**src/rtl/grf_sb.sv**
```systemverilog
// Two-read/two-write register file with write bypass and a pending-write scoreboard; GRF_TRACE_EN prints committed writes.
// Latency: reads are combinational (bypass 0 cycles, stored value 1 cycle after the write edge); pend_cnt is registered.
// Backpressure: none; busy1/busy2/waw are advisory outputs for the hazard unit, which owns any stall.
module grf_sb #(
    parameter int DATA_W   = 32,
    parameter int ADDR_W   = 5,
    parameter int ZERO_REG = 1
) (
    input  logic              clk,
    input  logic              reset,
    input  logic [ADDR_W-1:0] a1,
    input  logic [ADDR_W-1:0] a2,
    output logic [DATA_W-1:0] rd1,
    output logic [DATA_W-1:0] rd2,
    input  logic              we0,
    input  logic [ADDR_W-1:0] wa0,
    input  logic [DATA_W-1:0] wd0,
    input  logic              we1,
    input  logic [ADDR_W-1:0] wa1,
    input  logic [DATA_W-1:0] wd1,
    input  logic              iss_v,
    input  logic [ADDR_W-1:0] iss_a,
    output logic              busy1,
    output logic              busy2,
    output logic              waw,
    output logic [ADDR_W:0]   pend_cnt,
    input  logic [31:0]       pc
);

    localparam int DEPTH = 1 << ADDR_W;

    logic [DATA_W-1:0] regs [DEPTH];
    logic [DEPTH-1:0]  pending;
    logic [DEPTH-1:0]  pending_nxt;
    logic [DEPTH-1:0]  hitv;
    logic [ADDR_W:0]   cnt_q;
    logic [ADDR_W:0]   cnt_nxt;
    logic              wen0;
    logic              wen1;

    // Writes aimed at a hardwired zero register never commit and never clear pending state.
    assign wen0 = we0 && !((ZERO_REG != 0) && (wa0 == '0));
    assign wen1 = we1 && !((ZERO_REG != 0) && (wa1 == '0));

    always_comb begin
        hitv        = '0;
        pending_nxt = pending;
        cnt_nxt     = '0;
        for (int i = 0; i < DEPTH; i++) begin
            hitv[i] = (wen0 && (wa0 == ADDR_W'(i))) || (wen1 && (wa1 == ADDR_W'(i)));
            // A new issue outranks a completing write to the same register.
            if (iss_v && (iss_a == ADDR_W'(i)) && !((ZERO_REG != 0) && (i == 0)))
                pending_nxt[i] = 1'b1;
            else if (hitv[i])
                pending_nxt[i] = 1'b0;
            cnt_nxt = cnt_nxt + (ADDR_W+1)'(pending_nxt[i]);
        end
    end

    function automatic logic [DATA_W-1:0] rd_port(input logic [ADDR_W-1:0] a);
        if (reset || ((ZERO_REG != 0) && (a == '0)))
            return '0;
        else if (we1 && (wa1 == a))
            return wd1;
        else if (we0 && (wa0 == a))
            return wd0;
        else
            return regs[a];
    endfunction

    assign rd1      = rd_port(a1);
    assign rd2      = rd_port(a2);
    assign busy1    = !reset && pending[a1] && !hitv[a1];
    assign busy2    = !reset && pending[a2] && !hitv[a2];
    assign waw      = !reset && iss_v && pending[iss_a] && !hitv[iss_a];
    assign pend_cnt = cnt_q;

    always_ff @(posedge clk or posedge reset) begin
        if (reset) begin
            pending <= '0;
            cnt_q   <= '0;
            for (int i = 0; i < DEPTH; i++)
                regs[i] <= '0;
        end else begin
            pending <= pending_nxt;
            cnt_q   <= cnt_nxt;
            if (wen0)
                regs[wa0] <= wd0;
            if (wen1)
                regs[wa1] <= wd1;
        end
    end

`ifdef GRF_TRACE_EN
    always_ff @(posedge clk) begin
        if (!reset) begin
            if (wen0 && !(wen1 && (wa1 == wa0)))
                $display("%0t@%h: $%0d <= %h", $time, pc, wa0, wd0);
            if (wen1)
                $display("%0t@%h: $%0d <= %h", $time, pc, wa1, wd1);
        end
    end
`else
    logic unused_pc;
    assign unused_pc = ^pc;
`endif

endmodule
```
**config.mk**
```make
export PLATFORM = sky130hd
export DESIGN_NAME = grf_sb
export DESIGN_NICKNAME = d
export VERILOG_FILES = /design/src/rtl/grf_sb.sv
export SDC_FILE = /design/constraint.sdc
export NUM_CORES = 2
export LEC_CHECK = 0
export BUFFER_PORTS_ARGS = -buffer_cell sky130_fd_sc_hd__buf_2
export CAP_MARGIN = 20
export CORE_MARGIN = 2
export CORE_UTILIZATION = 35
export CTS_CLUSTER_SIZE = 40
export DETAILED_ROUTE_END_ITERATION = 8
export MAX_ROUTING_LAYER = met4
export PLACE_DENSITY_LB_ADDON = 0.15
export SKIP_LAST_GASP = 1
export SLEW_MARGIN = 10
export SYNTH_ARGS = -nofsm -noshare
export SYNTH_HDL_FRONTEND = slang
export SYNTH_SLANG_ARGS = --single-unit
```
**constraint.sdc**
```tcl
create_clock -name clk -period 28.9 [get_ports clk]
set_clock_uncertainty 0.05 [all_clocks]
set_input_delay 1.445 -clock clk [delete_from_list [all_inputs] [get_ports clk]]
set_output_delay 1.445 -clock clk [all_outputs]
set_load 0.01 [all_outputs]
```
---- After elaboration in Yosys (flattened, before gate mapping) ----
Cells that the tools add are included.
word-level totals
  register bits after elaboration ......... 1062
  latch bits .............................. 0
  memory bits (writable) .................. 0
  bits in read-only memories .............. 0
  memories ................................ 0
cells by class
  $add $sub $neg .......................... 31
  $mul .................................... 0
  divide/modulo/power cells ............... 0
  magnitude comparators ................... 9
  equal/unequal tests ..................... 97
  shift-type cells ........................ 0
  multiplexer cells ....................... 95
  bitwise operators ....................... 4
  reductions and logical operators ........ 154
operator list
  kind                  number
  $bwmux W1024          2
  $mux W1024            2
  $mux W32              12
  $bmux W32 S5          2
  $demux W32 S5         2
  $eq A5 B5 Y1 const B  48
  $add A6 B1 Y6         26
  $eq A5 B4 Y1 const B  24
  $logic_and A1 B1 Y1   110
  $mux W1               69
  $eq A5 B3 Y1 const B  12
  $logic_or A1 B1 Y1    34
  $bmux W1 S5           6
  $eq A5 B2 Y1 const B  6
  $ge A6 B6 Y1 const B  4
  $not A5 Y6            4
  $eq A5 B5 Y1          4
  $logic_not A5 Y1      4
  $lt A5 B6 Y1 const B  3
  $eq A5 B1 Y1 const B  3
  $lt A6 B1 Y1 const B  2
  $add A5 B1 Y6         1
  $logic_not A1 Y1      6
  $add A4 B1 Y5         1
  3 further kinds       3

---- Logic depth before layout (Yosys ltp) ----
  depth after elaboration ................. 38
  gate-level depth with buffers ........... 20

---- Least setup slack after synthesis ----
No wires, ideal clock.
  kind .................................... in2out
  from .................................... input port reset
  to ...................................... output port waw
  data arrival time ....................... 28059 ps
  required time ........................... 27405 ps
  slack ................................... -654 ps
  stages on the path ...................... 5
  buffers on the path ..................... 0
  cell sequence ........................... inv_1 o311ai_0 a221oi_1 o2111ai_1 a221oi_1
between the ends
  cells in the longest elaborated chain, start to end .. 4
ends and longest elaborated chain
  item                              line  text
  start, declared                   10    input logic reset,
  $logic_not A1 Y1 (no line)        n/a
  $logic_and A1 B1 Y1 (3 in a row)  75    assign waw = !reset && iss_v && pending[iss_a] && !hitv[iss_a];
  end, declared                     25    output logic waw,
Every way passes these cells.

---- Worst setup path after layout ----
  from .................................... input port a1[1]
  to ...................................... output port rd1[21]
between the ends
  cells in the longest elaborated chain, start to end .. 7
ends and longest elaborated chain
  item                                         line  text
  start, declared                              11    input logic [ADDR_W-1:0] a1,
  $not A5 Y6 (not written as such)             68    return regs[a];
  $bmux W32 S5                                 68
  $mux W32 (not written as such) (2 in a row)  68
  $mux W32                                     65    else if (we0 && (wa0 == a))
  $mux W32                                     63    else if (we1 && (wa1 == a))
  $mux W32 *                                   61    if (reset || ((ZERO_REG != 0) && (a == '0)))
  end, declared                                13    output logic [DATA_W-1:0] rd1,
Every way passes the cells marked *; elsewhere a longest branch is shown, timed or not. The select of a mux whose other input is x is not followed.

==> metrics.log <==
[metrics] Switching Share: 0.327
[metrics] Core Region: ~0.19 mm²
[metrics] endpoint kind of the worst setup timing path: primary output
[metrics] Die Y-Extent: 443 µm
[metrics] worst r2r path cells: 15
[metrics] CTS Hold Buffers Added: 0
[metrics] number of distinct standard cells referenced by the synthesized netlist: 66
[metrics] deepest level of the CTS H-tree: 4
[metrics] Clock transition at path regs: around 0.060 ns
[metrics] top fanout value on the critical path: approximately 110
[metrics] total power after layout: ~0.0055 W
[metrics] via count of the first global-routing pass: approximately 55000
[metrics] outcome: completed
[metrics] number of enable flip-flop cells after synthesis: 0
[metrics] Die Span X: between 400 and 500 µm
[metrics] Synth Register Bits: 1062
[metrics] first-pass GRT wire length: about 450000 µm
[metrics] kind of critical path: primary input to primary output
[metrics] Total Die Area: 0.197 mm²
[metrics] total power density per cell area: 74.0 mW/mm²
[metrics] LEAKAGE: about 32 nW
[metrics] most frequently used cell type in the post-synthesis netlist: nand2_1
[metrics] unrepaired setup endpoints after global routing: no
[metrics] vias after detailed routing: between 50000 and 60000
[metrics] flip-flop cell with the highest count after synthesis: dfrtp_1
[metrics] Synth Instances: ~6400
[metrics] top-level port count: just under 200
[metrics] Flop pwr share: 0.390
[metrics] Comb power frac: 0.295
[metrics] cell taking the most area after synthesis: dfrtp_1
[metrics] global router's overall resource usage: 0.337
[metrics] worst min-delay path class: flop to flop
[metrics] Final nets: slightly above 6000
[metrics] power share of the clock group: 0.315
[metrics] slew at the pin closest to its max-slew limit: approximately 1.2 ns
[metrics] post-CTS setup buffer count: 0
[metrics] clock tree from TritonCTS: done
[metrics] max cap viols: 0
[metrics] internal portion of total power: 0.00371 W
[metrics] number of clock buffers inserted by TritonCTS: ~130
[metrics] buffers from clock root to sink, at most: 3
[metrics] most frequent cells after synthesis: nand2_1, dfrtp_1, o21ai_0
[metrics] required arrival time at the worst endpoint: approximately 27 ns
[metrics] clock latency on the worst-skew pair: a little over 0.8 ns
[metrics] Cell Area, Placed: around 0.07 mm²
[metrics] average vias per placed instance: approximately 6.6
[metrics] startpoint of the worst-slack reg-to-reg timing path: pending[23]
[metrics] reg-to-reg endpoint: pend_cnt[4]
[metrics] clock tree root buffer cell: clkbuf_16
[metrics] synth-to-layout area growth: 10.5%
[metrics] Worst setup startpoint: a1[1]
[metrics] cell area after layout: 0.0747 mm²
[metrics] final weighted congestion of routability-driven global placement: slightly below 0.9
[metrics] final standard cell utilization of the core: 0.389
[metrics] nature of the critical path startpoint: primary input
[metrics] net switching power: between 0.0015 and 0.002 W
[metrics] final-report setup violation count: 0
[metrics] detailed router's first-iteration violation count: 7824
[metrics] DR DRC count: 0
[metrics] Rows: 161
[metrics] routed wire length: between 300000 and 400000 µm
[metrics] Synth async-reset ratio: 1.00
[metrics] netlist area before placement: between 0.06 and 0.07 mm²
[metrics] syn nets: 6587
[metrics] initial core utilization: 0.352
[metrics] number of antenna violations at the first check in global routing: 35
[metrics] worst hold path stage count: 0
[metrics] iteration count of the initial detailed-routing pass: 8
[metrics] R2R Setup Slk: around 24 ns
[metrics] post-synthesis sequential area ratio: 0.393
[metrics] post-synth top area share: 0.393
[metrics] arrival time at the worst endpoint: around 6.4 ns
[metrics] clock tree sinks: 1062
[metrics] placed wire-length estimate after detailed placement: approximately 190000 µm
[metrics] worst slew margin relative to its limit: 0.176
[metrics] share of final-layout standard cells stronger than drive strength 1: 0.219
[metrics] final global-route overflow total: 0
[metrics] average routed wire per standard cell: approximately 37 µm
[metrics] cells resized by post-CTS repair: 0
[metrics] maximum vdd drop: roughly 75 µV
[metrics] buffers added on ports: approximately 170
[metrics] final period demand of the worst path: around 7.9 ns
[metrics] pin count of the biggest net entering global routing: ~150
[metrics] biggest area contributors in the synthesized netlist: dfrtp_1, mux4_2, mux2i_1
[metrics] Hold Path Origin: regs[1015]
[metrics] average instance area after synthesis: ~11 µm²
[metrics] worst slack after detailed placement: 20.67 ns
[metrics] post-route clock period utilization: 0.273
[metrics] Hold Path Sink: regs[1015]
[metrics] post-detailed-route count of antenna-violating nets: 0
[metrics] Highest Clock Rate: ~130 MHz
[metrics] sum of negative setup slack: 0 ns
[metrics] Hold Violations, Final: 0
[metrics] Yosys warning count: 0
[metrics] Slew Viols, Final: 0
[metrics] post-layout worst setup margin: roughly 21 ns
[power groups by stage]
stage / logic (W) / clock network, W / registers (W)
detailed placement: 0.00162 / 0 / 0.00216
finish: 0.00163 / 0.00174 / 0.00215
global placement: 0.00161 / 0 / 0.00214
global route: 0.00178 / 0.00183 / 0.00219
CTS: 0.00163 / 0.00176 / 0.00214
floorplan: 0.00125 / 0 / 0.00208
[stage by stage]
step                std cells  hold WS, ns
global placement         8432        0.326
global route             8702        0.359
floorplan                6430        0.391
detailed placement       8435        0.333
finish                   8714        0.343
CTS                      8675        0.346
[layout make-up]
class                           instances  area [µm²]
Sequential cell                      1062       26600
Clock buffer                          191        3860
Timing Repair Buffer                  334        2250
Clock inverter                         49         577
Fill cell                           18600      118000
Antenna cell                           37        92.6
Tap cell                             2526        3160
Multi-Input combinational cell       4472       38000
Inverter                               43         171
[flip-flops by register name, indices dropped and copies added (netlist names)]
register,count
regs,1024
pend_cnt,6
pending,32
[critical path, cell delays in order]
cell and delay [ns]:
buf_8 0.50, buf_4 0.76, buf_12 0.69, buf_4 0.79, mux4_2 0.60, mux4_2 0.51
nand2_1 0.09, a31oi_1 0.28, a21o_1 0.26, buf_2 0.14
[worst max-delay path by stage]
stage	cells after the start	endpoint
global route	10	rd1[21]
floorplan	7	rd1[22]
finish	10	rd1[21]
detailed placement	18	pend_cnt[4]
global placement	19	pend_cnt[4]
CTS	10	rd1[21]
[layout by cell type, fill, tap and decap left out, drive strengths merged, types with 15 or more instances in the layout]
master,instances
nand2,1070
dfrtp,1062
o21ai,734
mux4,685
a22oi,475
mux2i,464
nor2,369
buf,334
a21oi,213
clkbuf,191
a31oi,121
inv,49
and2,38
diode,37
a21o,35
o211ai,35
clkinv,32
fa,24
nor3,20
a22o,19
xor2,17
o22ai,16
a221oi,15
[metal layers]
layer	part of all wire	track usage
met5	0	-
met4	0.069	0.204
met3	0.098	0.0827
met2	0.45	0.498
met1	0.38	0.416
[cells by family after synthesis]
logic type,share of synthesized area
AOI/OAI and AO/OA,0.152
xor gates and xnor gates,0.00298
adders and majority gates,0.00841
buffers and inverters,0.0525
DFF,0.393
muxes,0.297
and+or+nand+nor,0.0931
(Power assumes the default switching activity.)
